$ cat src/rtl/i2c_tgt_pkg.sv
// Shared types and constants for the I2C register target.
package i2c_tgt_pkg;

    typedef enum logic [3:0] {
        IDLE,
        ADDR,
        ADDR_ACK,
        PTR,
        PTR_ACK,
        WDATA,
        WACK,
        RDATA,
        RACK,
        WAIT_STOP
    } state_e;

    localparam logic        I2C_ACK   = 1'b0;
    localparam logic        I2C_NACK  = 1'b1;
    localparam int unsigned BYTE_BITS = 8;
    localparam int unsigned CNT_W     = 4;

    function automatic logic maj3(input logic a, input logic b, input logic c);
        return (a & b) | (a & c) | (b & c);
    endfunction

endpackage

$ cat src/rtl/i2c_tgt_if.sv
// I2C bus as seen by the target: sampled line levels in, SDA pull-down enable out.
interface i2c_tgt_if;
    logic scl_i;
    logic sda_i;
    logic sda_oe;

    modport master (output scl_i, output sda_i, input sda_oe);
    modport slave  (input scl_i, input sda_i, output sda_oe);
endinterface

$ cat src/rtl/i2c_tgt_cond_det.sv
// SCL/SDA synchronizers and bus-condition detection (START/STOP/SCL edges).
// Optional 3-sample majority filter when I2C_TGT_GLITCH_FILTER_EN is defined.
module i2c_tgt_cond_det (
    input  logic clk,
    input  logic rst_n,
    input  logic scl_i,
    input  logic sda_i,
    output logic scl_rise,
    output logic scl_fall,
    output logic start_det,
    output logic stop_det,
    output logic sda_s
);
    logic [1:0] scl_sync_q, sda_sync_q;
    logic       scl_cur, sda_cur;
    logic       scl_prev_q, sda_prev_q;
    logic       scl_rise_q, scl_fall_q, start_q, stop_q, sda_s_q;
    logic       scl_rise_d, scl_fall_d, start_d, stop_d;

`ifdef I2C_TGT_GLITCH_FILTER_EN
    logic [1:0] scl_hist_q, sda_hist_q;
    logic       scl_flt_q, sda_flt_q, scl_flt_d, sda_flt_d;

    always_comb begin
        scl_flt_d = i2c_tgt_pkg::maj3(scl_sync_q[1], scl_hist_q[0], scl_hist_q[1]);
        sda_flt_d = i2c_tgt_pkg::maj3(sda_sync_q[1], sda_hist_q[0], sda_hist_q[1]);
    end

    always_ff @(posedge clk or negedge rst_n) begin
        if (!rst_n) begin
            scl_hist_q <= 2'b11;
            sda_hist_q <= 2'b11;
            scl_flt_q  <= 1'b1;
            sda_flt_q  <= 1'b1;
        end else begin
            scl_hist_q <= {scl_hist_q[0], scl_sync_q[1]};
            sda_hist_q <= {sda_hist_q[0], sda_sync_q[1]};
            scl_flt_q  <= scl_flt_d;
            sda_flt_q  <= sda_flt_d;
        end
    end

    assign scl_cur = scl_flt_q;
    assign sda_cur = sda_flt_q;
`else
    assign scl_cur = scl_sync_q[1];
    assign sda_cur = sda_sync_q[1];
`endif

    // START/STOP need SCL high in both the previous and current sample
    always_comb begin
        scl_rise_d = scl_cur & ~scl_prev_q;
        scl_fall_d = ~scl_cur & scl_prev_q;
        start_d    = scl_cur & scl_prev_q & sda_prev_q & ~sda_cur;
        stop_d     = scl_cur & scl_prev_q & ~sda_prev_q & sda_cur;
    end

    always_ff @(posedge clk or negedge rst_n) begin
        if (!rst_n) begin
            scl_sync_q <= 2'b11;
            sda_sync_q <= 2'b11;
            scl_prev_q <= 1'b1;
            sda_prev_q <= 1'b1;
            scl_rise_q <= 1'b0;
            scl_fall_q <= 1'b0;
            start_q    <= 1'b0;
            stop_q     <= 1'b0;
            sda_s_q    <= 1'b1;
        end else begin
            scl_sync_q <= {scl_sync_q[0], scl_i};
            sda_sync_q <= {sda_sync_q[0], sda_i};
            scl_prev_q <= scl_cur;
            sda_prev_q <= sda_cur;
            scl_rise_q <= scl_rise_d;
            scl_fall_q <= scl_fall_d;
            start_q    <= start_d;
            stop_q     <= stop_d;
            sda_s_q    <= sda_cur;
        end
    end

    assign scl_rise  = scl_rise_q;
    assign scl_fall  = scl_fall_q;
    assign start_det = start_q;
    assign stop_det  = stop_q;
    assign sda_s     = sda_s_q;
endmodule

$ cat src/rtl/i2c_target_regs.sv
// I2C target with a small 8-bit register file, write reporting and a local read port.
// Build option I2C_TGT_GLITCH_FILTER_EN enables the input majority filter.
module i2c_target_regs
    import i2c_tgt_pkg::*;
#(
    parameter logic [6:0]   DEV_ADDR = 7'h50,
    parameter int unsigned  NUM_REGS = 16,
    localparam int unsigned REG_AW   = $clog2(NUM_REGS)
) (
    input  logic              clk,
    input  logic              reset,
    i2c_tgt_if.slave          bus,
    output logic              busy,
    output logic              wr_valid,
    output logic [REG_AW-1:0] wr_addr,
    output logic [7:0]        wr_data,
    input  logic [REG_AW-1:0] loc_addr,
    output logic [7:0]        loc_rdata
);
    logic scl_rise, scl_fall, start_det, stop_det, sda_s;

    i2c_tgt_cond_det u_cond (
        .clk       (clk),
        .rst_n     (reset),
        .scl_i     (bus.scl_i),
        .sda_i     (bus.sda_i),
        .scl_rise  (scl_rise),
        .scl_fall  (scl_fall),
        .start_det (start_det),
        .stop_det  (stop_det),
        .sda_s     (sda_s)
    );

    state_e            state_q, state_d;
    logic [CNT_W-1:0]  bit_cnt_q, bit_cnt_d;
    logic [7:0]        shift_q, shift_d;
    logic [REG_AW-1:0] ptr_q, ptr_d, ptr_nxt;
    logic              sda_oe_q, sda_oe_d, busy_q, busy_d, wr_valid_q, wr_valid_d;
    logic [REG_AW-1:0] wr_addr_q, wr_addr_d;
    logic [7:0]        wr_data_q, wr_data_d, loc_rdata_q, loc_rdata_d;
    logic [7:0]        regs_q [NUM_REGS];
    logic [7:0]        regs_d [NUM_REGS];
    logic [7:0]        byte_in;
    logic              last_bit;

    always_comb begin
        state_d    = state_q;
        bit_cnt_d  = bit_cnt_q;
        shift_d    = shift_q;
        ptr_d      = ptr_q;
        sda_oe_d   = sda_oe_q;
        busy_d     = busy_q;
        wr_valid_d = 1'b0;
        wr_addr_d  = wr_addr_q;
        wr_data_d  = wr_data_q;
        regs_d     = regs_q;
        byte_in    = {shift_q[6:0], sda_s};
        last_bit   = (bit_cnt_q == CNT_W'(BYTE_BITS - 1));
        ptr_nxt    = ptr_q + REG_AW'(1);

        if (start_det) begin
            state_d   = ADDR;
            bit_cnt_d = '0;
            sda_oe_d  = 1'b0;
        end else if (stop_det) begin
            state_d   = IDLE;
            bit_cnt_d = '0;
            sda_oe_d  = 1'b0;
            busy_d    = 1'b0;
        end else begin
            case (state_q)
                ADDR, PTR, WDATA: begin
                    if (scl_rise) begin
                        shift_d   = byte_in;
                        bit_cnt_d = bit_cnt_q + CNT_W'(1);
                        if (last_bit) begin
                            case (state_q)
                                ADDR: begin
                                    if (byte_in[7:1] == DEV_ADDR) begin
                                        state_d = ADDR_ACK;
                                        busy_d  = 1'b1;
                                    end else begin
                                        state_d = WAIT_STOP;
                                        busy_d  = 1'b0;
                                    end
                                end
                                PTR: begin
                                    ptr_d   = byte_in[REG_AW-1:0];
                                    state_d = PTR_ACK;
                                end
                                default: begin
                                    regs_d[ptr_q] = byte_in;
                                    wr_valid_d    = 1'b1;
                                    wr_addr_d     = ptr_q;
                                    wr_data_d     = byte_in;
                                    ptr_d         = ptr_nxt;
                                    state_d       = WACK;
                                end
                            endcase
                        end
                    end
                end
                // bit_cnt 8: ACK not yet driven; 9: ACK clock seen, release on next fall
                ADDR_ACK, PTR_ACK, WACK: begin
                    if (scl_fall && bit_cnt_q == CNT_W'(BYTE_BITS)) begin
                        sda_oe_d = ~I2C_ACK;
                    end else if (scl_rise) begin
                        bit_cnt_d = CNT_W'(BYTE_BITS + 1);
                    end else if (scl_fall && bit_cnt_q == CNT_W'(BYTE_BITS + 1)) begin
                        bit_cnt_d = '0;
                        sda_oe_d  = 1'b0;
                        if (state_q == ADDR_ACK && shift_q[0]) begin
                            state_d  = RDATA;
                            shift_d  = regs_q[ptr_q];
                            sda_oe_d = ~regs_q[ptr_q][7];
                        end else if (state_q == ADDR_ACK) begin
                            state_d = PTR;
                        end else begin
                            state_d = WDATA;
                        end
                    end
                end
                RDATA: begin
                    if (scl_rise) begin
                        bit_cnt_d = bit_cnt_q + CNT_W'(1);
                    end else if (scl_fall && bit_cnt_q != '0) begin
                        if (bit_cnt_q == CNT_W'(BYTE_BITS)) begin
                            sda_oe_d = 1'b0;
                            state_d  = RACK;
                        end else begin
                            shift_d  = {shift_q[6:0], 1'b0};
                            sda_oe_d = ~shift_q[6];
                        end
                    end
                end
                // Pointer advances past every byte read, ACKed or not
                RACK: begin
                    if (scl_rise && bit_cnt_q == CNT_W'(BYTE_BITS)) begin
                        ptr_d = ptr_nxt;
                        if (sda_s == I2C_ACK) begin
                            shift_d   = regs_q[ptr_nxt];
                            bit_cnt_d = CNT_W'(BYTE_BITS + 1);
                        end else begin
                            state_d  = WAIT_STOP;
                            sda_oe_d = 1'b0;
                        end
                    end else if (scl_fall && bit_cnt_q == CNT_W'(BYTE_BITS + 1)) begin
                        state_d   = RDATA;
                        bit_cnt_d = '0;
                        sda_oe_d  = ~shift_q[7];
                    end
                end
                default: ;
            endcase
        end

        loc_rdata_d = (wr_valid_d && wr_addr_d == loc_addr) ? wr_data_d : regs_q[loc_addr];
    end

    always_ff @(posedge clk or negedge reset) begin
        if (!reset) begin
            state_q     <= IDLE;
            bit_cnt_q   <= '0;
            shift_q     <= '0;
            ptr_q       <= '0;
            sda_oe_q    <= 1'b0;
            busy_q      <= 1'b0;
            wr_valid_q  <= 1'b0;
            wr_addr_q   <= '0;
            wr_data_q   <= '0;
            loc_rdata_q <= '0;
            regs_q      <= '{default: '0};
        end else begin
            state_q     <= state_d;
            bit_cnt_q   <= bit_cnt_d;
            shift_q     <= shift_d;
            ptr_q       <= ptr_d;
            sda_oe_q    <= sda_oe_d;
            busy_q      <= busy_d;
            wr_valid_q  <= wr_valid_d;
            wr_addr_q   <= wr_addr_d;
            wr_data_q   <= wr_data_d;
            loc_rdata_q <= loc_rdata_d;
            regs_q      <= regs_d;
        end
    end

    assign bus.sda_oe = sda_oe_q;
    assign busy       = busy_q;
    assign wr_valid   = wr_valid_q;
    assign wr_addr    = wr_addr_q;
    assign wr_data    = wr_data_q;
    assign loc_rdata  = loc_rdata_q;
endmodule

$ cat src/flat_wrapper.sv
// flat-port wrapper written by rule: the top's interface ports become plain ports
module i2c_target_regs_flat import i2c_tgt_pkg::*;
#(
    parameter logic [6:0]   DEV_ADDR = 7'h50,
    parameter int unsigned  NUM_REGS = 16,
    localparam int unsigned REG_AW   = $clog2(NUM_REGS)
)
  (clk, reset, busy, wr_valid, wr_addr, wr_data, loc_addr, loc_rdata, bus_scl_i, bus_sda_i, bus_sda_oe);
  i2c_tgt_if bus_i ();
  input  logic clk;
  input  logic reset;
  output logic busy;
  output logic wr_valid;
  output logic [REG_AW-1:0] wr_addr;
  output logic [7:0] wr_data;
  input  logic [REG_AW-1:0] loc_addr;
  output logic [7:0] loc_rdata;
  input wire logic [$bits(bus_i.scl_i)-1:0] bus_scl_i;
  input wire logic [$bits(bus_i.sda_i)-1:0] bus_sda_i;
  output wire logic [$bits(bus_i.sda_oe)-1:0] bus_sda_oe;
  assign bus_i.scl_i = bus_scl_i;
  assign bus_i.sda_i = bus_sda_i;
  assign bus_sda_oe = bus_i.sda_oe;
  i2c_target_regs #(.DEV_ADDR(DEV_ADDR), .NUM_REGS(NUM_REGS)) u_core (.clk(clk), .reset(reset), .bus(bus_i), .busy(busy), .wr_valid(wr_valid), .wr_addr(wr_addr), .wr_data(wr_data), .loc_addr(loc_addr), .loc_rdata(loc_rdata));
endmodule
$ cat config.mk
export PLATFORM = sky130hd
export DESIGN_NAME = i2c_target_regs_flat
export DESIGN_NICKNAME = d
export VERILOG_FILES = /design/src/rtl/i2c_tgt_pkg.sv /design/src/rtl/i2c_tgt_if.sv /design/src/rtl/i2c_tgt_cond_det.sv /design/src/rtl/i2c_target_regs.sv /design/src/flat_wrapper.sv
export SDC_FILE = /design/constraint.sdc
export NUM_CORES = 1
export LEC_CHECK = 0
export CORE_MARGIN = 5
export CORE_UTILIZATION = 50
export CTS_CLUSTER_DIAMETER = 150
export CTS_CLUSTER_SIZE = 8
export DETAILED_ROUTE_END_ITERATION = 10
export GPL_TIMING_DRIVEN = 1
export PLACE_DENSITY = 0.67
export SYNTH_ARGS = -nofsm -noshare
export SYNTH_HDL_FRONTEND = slang
export SYNTH_SLANG_ARGS = --single-unit
$ cat constraint.sdc
create_clock -name clk -period 3.47 [get_ports clk]
set_input_delay 0.347 -clock clk [delete_from_list [all_inputs] [get_ports clk]]
set_output_delay 0.347 -clock clk [all_outputs]
set_load 0.01 [all_outputs]
-- Word level (Yosys, flattened, before mapping)
Cells that the tools add are included.
- word-level logic and storage cells: 220
- output and inout port bits: 23
- input port bits: 8
- bits in registers: 181
- muxes and demuxes: 93
- bitwise logic cells: 20
- reduce and logical (&&, ||, !) cells: 28
- equal/unequal tests: 39
- order comparisons: 4
- add/subtract/negate cells: 2
- operators with widths (cell ; number):
    $mux 8 ; 24
    $bwmux 128 ; 1
    $mux 4 ; 32
    $bmux 8 s4 ; 3
    $demux 8 s4 ; 1
    $pmux 8 s4 ; 1
    $mux 1 ; 24
    $pmux 4 s2 ; 3
    $eq 4x3->1 const B ; 5
    $ne 4x3->1 const B ; 4
    $ne 4x4->1 const B ; 4
    $pmux 4 s4 ; 1
    $ge 5x5->1 const B ; 3
    $not 4->5 ; 3
    $ne 2x2->1 const B ; 7
    $reduce_and 7->1 ; 2
    $reduce_and 13->1 ; 1
    $eq 4x4->1 const B ; 3
    $pmux 4 s3 ; 1
    $reduce_and 11->1 ; 1
    $ne 2x1->1 const B ; 5
    $ne 5x3->1 const B ; 2
    $ne 5x5->1 const B ; 2
    $not 1->1 ; 10
    22 further kinds ; 43

-- Depth between registers and ports, before layout
Gate-level depths: netlist of the first run.
- depth in word-level cells: 12
- mapped depth: 12

-- Modules after synthesis
Synthesis of the first run repeated with hierarchy kept, for this count alone.
- cells, all modules: 764
- area, all modules: 10736.5 µm²
- modules (own cells, without submodules) (module ; cells each ; area an instance (µm²) ; times used):
    i2c_target_regs ; 750 ; 10443.8 ; 1
    i2c_tgt_cond_det ; 14 ; 292.8 ; 1

-- Least setup slack after synthesis of the first run
OpenSTA, ideal clock, no wires.
- kind: register -> register
- from: register u_core.ptr_q[0]
- to: register u_core.shift_q[1]
- path buffers: 5
- cell stages (with the launch flop): 13
- path slack: 0.261 ns
- arrival: 3.080 ns
- cell sequence: dfrtp_1 > clkbuf_1 > buf_2 > clkbuf_1 > inv_1 > ha_1 > clkbuf_1 > buf_2 > mux4_2 > nand2_1 > a21oi_1 > a211oi_1 > a31oi_1
- cells in the longest elaborated chain, start to end: 9
- elaborated cells between the ends (all ways): 16
- classes of those cells: 1 x add/sub; 13 x mux; 2 x bitwise
- RTL lines (item ; RTL line ; text):
    start: declaration ; i2c_target_regs.sv:37 ; logic [REG_AW-1:0] ptr_q, ptr_d, ptr_nxt;
    start signal: assignment ; i2c_target_regs.sv:177 ; ptr_q <= ptr_d;
    parallel branches: the longest is 8 deep, another holds $add 4x1->4 ; -- ;
    $pmux 8 s4 (*) ; i2c_target_regs.sv:71 ; case (state_q)
    end signal: assignment ; i2c_target_regs.sv:176 ; shift_q <= shift_d;
    end: declaration ; i2c_target_regs.sv:36 ; logic [7:0] shift_q, shift_d;
Every way passes the cells marked *. The select of a mux whose other input is x is not followed.
A chain may end at the register's enable or synchronous reset.

-- Final worst setup path of the first run
- from: register u_core.bit_cnt_q[0]
- to: register u_core.loc_rdata_q[2], in the netlist u_core.loc_rdata[2]
- cells in the longest elaborated chain, start to end: 9
- elaborated cells between the ends (all ways): 19
- classes of those cells: 2 x eq/ne; 16 x mux; 1 x reduce/logical
- RTL lines (item ; RTL line ; text):
    start: declaration ; i2c_target_regs.sv:35 ; logic [CNT_W-1:0] bit_cnt_q, bit_cnt_d;
    start signal: assignment ; i2c_target_regs.sv:175 ; bit_cnt_q <= bit_cnt_d;
    $eq 4x3->1 (*) ; i2c_target_regs.sv:58 ; last_bit = (bit_cnt_q == CNT_W'(BYTE_BITS - 1));
    $mux 4 ; i2c_target_regs.sv:76 ; if (last_bit) begin
    $mux 4 ; i2c_target_regs.sv:73 ; if (scl_rise) begin
    $mux 4 ; i2c_target_regs.sv:71 ;
    $mux 4 ; i2c_target_regs.sv:65 ; end else if (stop_det) begin
    $mux 4 ; i2c_target_regs.sv:61 ; if (start_det) begin
    $eq 4x4->1 ; i2c_target_regs.sv:157 ; loc_rdata_d = (wr_valid_d && wr_addr_d == loc_addr) ? wr_data_d : regs_q[loc_addr];
    $logic_and 1x1->1 ; i2c_target_regs.sv:157 ;
    $mux 8 (*) ; i2c_target_regs.sv:157 ;
    via u_core.loc_rdata_d[2] ; i2c_target_regs.sv:40 ; logic [7:0] wr_data_q, wr_data_d, loc_rdata_q, loc_rdata_d;
    end signal: assignment ; i2c_target_regs.sv:183 ; loc_rdata_q <= loc_rdata_d;
    end: declaration ; i2c_target_regs.sv:40 ;
Mark *: on every way through the listed nets, which the timed path passes. The rest lies on a longest branch.

==> metrics.yaml, run 1 <==
layout_cells_sized_above_1_pct: 43.2
cts-buffers-inserted: 17
start_util_pct: 50.9
detail_route.wl_per_cell_microns: 27.4
r2r-start: "u_core.bit_cnt_q[0]"
grt_pass1_wl_microns: 46000
syn-num-nets: 803
routability_driven_placement_congestion_ratio: 0.913
die_x_microns: 157
power.static_leakage_nw: 5.11
place.detailed.instances: 1040
timing.final.crit_period_ns: 3.15
final_sum_of_negative_setup_slack_ns: 0
worst_slew_pin_slew_ns: 0.957
timing.setup.critical_path_class: "register to register"
yosys_warn_count: 0
tritoncts: "yes"
fp-row-count: 53
synth-async-reset-ratio_pct: 100
dominantRegCellSynth: "dfrtp_1"
worstHoldStart: "bus_scl_i"
via_total_after_detailed_routing: 7255
clock_latency_ns: 0.44
first_global_vias: 7559
worstPathArrival_ns: 3.47
finish.net_count: 800
die_height_microns: 157
fp.dieArea_sq_um: 24500
drt-vias-per-instance: 6.76
netlist-cell-type-count: 67
number_of_antenna_violations_at_the_first_check_in_global_routing: 0
timing.final.setup_violations: 0
cts.sinks: 181
syn-instance-count: 788
rsz0062_at_grt: "false"
post-route-drc-count: 0
h-tree-depth: 4
hold_violations_final: 0
drtPass1Iterations: 7
worst-r2r-setup-slack_ns: 0.32
drv_slew: 0
grtUsageTotal_pct: 25.0
max-slew-margin-rel_pct: 35.7
crit_fanout: 20
reg2regPathDepth: 6
place.detailed.hpwl_microns: 19500
clkTransAtPathRegs_ns: 0.07
critical_path.startpoint_type: "register"
grt_overflow: 0
cts_max_path_buffers: 2
status: "finished clean"
post_place_instance_area_sq_um: 11300
boundaryPins: 31
drtIter0Drc: 741
area_growth_syn_to_layout_pct: 10.1
mappedNetlistArea_sq_um: 10700
antenna_cells: 0
grt_max_degree: 104
final.hold.worst_slack_ns: 0.312
postLayoutSetupSlackWorst_ns: 0.321
port_buffers: 30
max-vdd-ir-drop_v: 0.000404
post-place-ws_ns: 0.386
worst_case_clock_skew_ns: 0.0107
whs_endpoint: "u_core.u_cond.scl_sync_q[0]"
detail_route.wirelength_microns: 29400
layoutNonFillerInstCount: 1073
worst_setup_path_end_kind: "register"
worstReg2RegEnd: "u_core.loc_rdata[2]"
max_clock_freq_mhz: 318
clock_tree.root_cell: "clkbuf_16"
max_cap_viol_count: 0
number_of_synthesized_flops_with_an_enable_pin: 0
syn_avg_cell_area_sq_um: 13.6
ys_seq_elements: 181
seq_total_area_yosys_pct: 42.2
antenna_left: 0
period_share_pct: 90.7
power_density_nw_per_um2: 609
holdCritPathClass: "input port to register"
fin_util_pct: 56.1
post-layout-total-power_mw: 7.20
cts_resized: 0
holdPathStages: 1
design.core.area_sq_um: 21100
worst_ep_required_time_ns: 3.79
fin_area_sq_um: 11800
-- layout by cell type (no fill, tap or decap), drive strengths merged, types with 4 or more instances in the layout --
cell / n
nand2b: 4
a21oi: 26
nor2: 27
mux2i: 8
dfstp: 6
o21ai: 9
a211oi: 9
clkinv: 4
mux4: 110
clkdlybuf4s50: 27
nand2: 48
clkbuf: 19
nor3: 5
a31oi: 13
nand3: 12
and3: 19
xor2: 5
buf: 33
dfrtp: 175
mux2: 150
nor2b: 5
ha: 7
inv: 18
-- per-layer routing --
metal  vias up  global-route usage [%]  routed length, microns
li1       3011                       -                       -
met1      3827                    35.0                   12100
met2       345                    39.3                   14300
met3        72                    4.87                    2120
met4         0                    9.55                     918
met5         -                       0                       0
-- final cells by class --
cell class,instances,area (sq um)
fillers,1681,9260
clock inverters,13,115
clock buffers,19,433
inverters,11,41.3
well taps,275,344
repair buffers,61,564
flip-flops and latches,181,4540
multi-input cells,513,5790
-- flip-flops by register name (all words and copies together) (netlist names), 2 cells and up --
signal	count
u_core.state_q	4
u_core.bit_cnt_q	4
u_core.ptr_q	4
u_core.regs_q	128
u_core.loc_rdata	8
u_core.wr_addr	4
u_core.wr_data	8
u_core.u_cond.sda_sync_q	2
u_core.u_cond.scl_sync_q	2
u_core.shift_q	8
-- worst max-delay path, cell delays in order, from the launching register on --
cell and delay [ns]:
dfrtp_1 0.42, ha_1 0.21, and3_1 0.21, nand3_1 0.15
nor4_4 0.83, and4_1 0.78, mux2_2 0.41
-- synth_stat cells (2+ instances only) --
library cell  instances  share of area, %
dfstp_2               6               1.5
o21ai_0               8              0.37
nor3b_1               3              0.21
nor2b_1               5              0.29
mux2_2              150                16
buf_1                 7              0.24
inv_1                11              0.38
mux2i_1               8              0.75
xor2_1                5              0.41
nand2b_1              4              0.23
a211oi_1              9              0.63
ha_1                  7              0.82
mux4_2              110                23
clkbuf_2              2             0.093
a22o_1                3              0.24
and3_1               19               1.1
buf_2                37               1.7
or2_2                 3              0.17
a21boi_0              3              0.21
nand3_1              12              0.56
nand2_1              48               1.7
and4b_1               2              0.19
clkbuf_1             33               1.2
nor2_1               27              0.94
buf_4                 2              0.14
o221ai_1              2              0.16
nor3_1                4              0.19
buf_6                 2              0.21
xnor2_1               3              0.24
a21oi_1              25               1.2
and2_1                3              0.17
a31oi_1              13              0.76
o211ai_1              3              0.21
dfrtp_1             175                41
o22ai_1               2              0.12
-- report_power, final --
part           internal (mW)  total (mW)  switching [mW]
clock                  0.942        1.84           0.900
combinational           1.05        2.64            1.59
sequential              2.24        2.72           0.483
-- kinds of logic (layout without fill, tap and decap cells) --
kind of cell / Yosys count / in the layout / synth area share, %
adders and majority gates: 7 / 7 / 0.815
xor gates and xnor gates: 8 / 8 / 0.652
AOI/OAI and AO/OA: 88 / 88 / 5.82
and+or+nand+nor: 142 / 142 / 6.99
buffers and inverters: 94 / 104 / 3.95
DFF: 181 / 181 / 42.2
muxes: 268 / 268 / 39.5
-- repair_timing --
action                    4_1_cts  5_1_grt
hold endpoints to repair       28        0
hold buffers                    1        0
setup buffers                   0        0
-- worst max-delay path by stage --
stage / from / endpoint / slack, ns / depth (start not counted)
floorplan: u_core.ptr_q[0] / u_core.shift_q[1] / 0.26 / 12
global placement: u_core.bit_cnt_q[0] / u_core.loc_rdata[2] / 0.45 / 6
detailed placement: u_core.bit_cnt_q[0] / u_core.loc_rdata[2] / 0.39 / 6
CTS: u_core.bit_cnt_q[0] / u_core.loc_rdata[2] / 0.36 / 6
global route: u_core.bit_cnt_q[0] / u_core.loc_rdata[3] / 0.18 / 6
finish: u_core.bit_cnt_q[0] / u_core.loc_rdata[2] / 0.32 / 6
No activity file was read; power rests on OpenSTA's default activity.
==> inputs of run 2 (changes only) <==
--- a/config.mk
+++ b/config.mk
@@ -5,6 +5,8 @@
 export SDC_FILE = /design/constraint.sdc
 export NUM_CORES = 1
 export LEC_CHECK = 0
+export ABC_CLOCK_PERIOD_IN_PS = 3470
+export CAP_MARGIN = 30
 export CORE_MARGIN = 5
 export CORE_UTILIZATION = 50
 export CTS_CLUSTER_DIAMETER = 150
==> results of run 2 <==
No change in the layout: final DEF, timing and power equal those of run 1.
==> inputs of run 3 (changes only) <==
--- a/config.mk
+++ b/config.mk
@@ -10,7 +10,6 @@
 export CORE_MARGIN = 5
 export CORE_UTILIZATION = 50
 export CTS_CLUSTER_DIAMETER = 150
-export CTS_CLUSTER_SIZE = 8
 export DETAILED_ROUTE_END_ITERATION = 10
 export GPL_TIMING_DRIVEN = 1
 export PLACE_DENSITY = 0.67
==> results of run 3 <==
No change in the layout: final DEF, timing and power equal those of run 1.
==> RTL edit (config.mk and constraints of run 1) <==
Add a define of `I2C_TGT_GLITCH_FILTER_EN`.
--- a/src/rtl/i2c_tgt_cond_det.sv
+++ b/src/rtl/i2c_tgt_cond_det.sv
@@ -2,2 +2,4 @@
 // Optional 3-sample majority filter when I2C_TGT_GLITCH_FILTER_EN is defined.
+`define I2C_TGT_GLITCH_FILTER_EN
+
 module i2c_tgt_cond_det (
Check against the original RTL: same outputs for any inputs over 4 cycles, from zero or initial values and one cycle with reset low; that may be too few to reach the edited logic, so the function may still have changed.
==> RTL edit against run 1 <==
- non-clock buffer count increased by 9
- synthesized area increased by 2.7%
- sequential power decreased by 5%
- wire length about the same
- combinational power decreased by 14%
- clock skew decreased by 0.00062 ns
- setup slack improved by 0.0065 ns
- core utilization decreased by 0.20 points
- worst hold slack got worse by 0.17 ns
- sequential cell count increased by 6
- final area increased by 2.8%
- count of clock-buffer cells in the layout increased by 2
- total power decreased by 5.0%
- via count increased by 0.12%
==> RTL edit: results <==
logic_synthesis:
  yosysUniqueCellTypes: 69
  syn_nets: 783
  ys_top_cells_by_count: "dfrtp_1, mux2_2, mux4_2"
  yosys-top-cells-area: "dfrtp_1, mux4_2, mux2_2"
  seq_area_frac_synth: 0.4255
  synthCells: 768
sta:
  max-slew-margin-rel: 0.2697
  timing.hold.ws_ns: 0.1383
  postLayoutSetupSlackWorst_ns: 0.3279
grt:
  grt_pass1_wl_um: 45940
  grt_max_degree: 136
  grt.total_usage: 0.2454
  met3_usage: 0.06197
  grtUsageMet1: 0.3436
  grtUsageMet2: 0.3893
route:
  dr_wl_met3_um: 2252
  wl_met1_um: 12280
  drt_wl_total_um: 29420
  drtIter0Drc: 615
  dr.pass1.iters: 5
  wl_met2_um: 14370
setup_path:
  crit_fanout: 22
  rr_worst_depth: 5
  worstPathArrival_ns: 3.46
  slowest_stage: "and4_1"
placement:
  hpwl_um: 19330
  placed_cells: 1037
  pre_cts_ws_ns: 0.3795
worst_hold_path:
  hold_class: "in -> async"
outcome:
  status: "finished clean"
finish:
  fillerInstances: 1757
  stdcell_count: 1067
  layout-drive-gt1-share: 0.4358
  nets: 791
[RTL edit: cell types whose count changed after synthesis, moves of 6 or more]
cell             run 1  this run
mux4_1               0        18
a211oi_1             9         3
a21oi_1             25        19
dfstp_2              6        12
mux2_2             150       156
mux4_2             110        92
nand2_1             48        20
mux2i_1              8        24
a31oi_1             13         1
buf_2               37        30
[RTL edit: stage by stage]
stage                     instance area, um^2  power [uW]  utilization
after floorplan                         11040        4269            -
after global placement                  11570        4812       0.5318
after detailed placement                11570        4862       0.5318
after CTS                               12160        6853       0.5590
after global routing                    12160        7142       0.5590
final                                   12160        6846       0.5590
[RTL edit: worst register-to-register path, cell delays in order (launching register included)]
cell and delay [ns]:
dfrtp_1 0.41, or2_1 0.38, or3_1 0.43, nor3_4 0.56, and4_1 0.82, mux2_2 0.44
[RTL edit: kinds of logic (layout without fill, tap and decap cells)]
| group | Yosys count | count (layout) | share of synthesized area |
|---|---|---|---|
| xor+xnor | 8 | 8 | 0.006352 |
| simple gates | 115 | 115 | 0.05898 |
| mux | 291 | 291 | 0.4127 |
| buf+inv | 88 | 107 | 0.04423 |
| fa+ha+maj | 9 | 9 | 0.009754 |
| flops | 187 | 187 | 0.4255 |
| compound gates | 70 | 70 | 0.04242 |
[RTL edit: power by group]
part           switching [uW]  internal [uW]
registers                 288           2290
clock network             859           1140
logic                    1320            945
total                    2470           4370
[RTL edit: area by class of cell]
class                           count  area share
Sequential cell                   187      0.3863
Clock inverter                      9    0.009156
Inverter                            7    0.002160
Timing Repair Buffer               70     0.05134
Clock buffer                       21     0.03951
Multi-Input combinational cell    493      0.4827
Tap cell                          280     0.02881
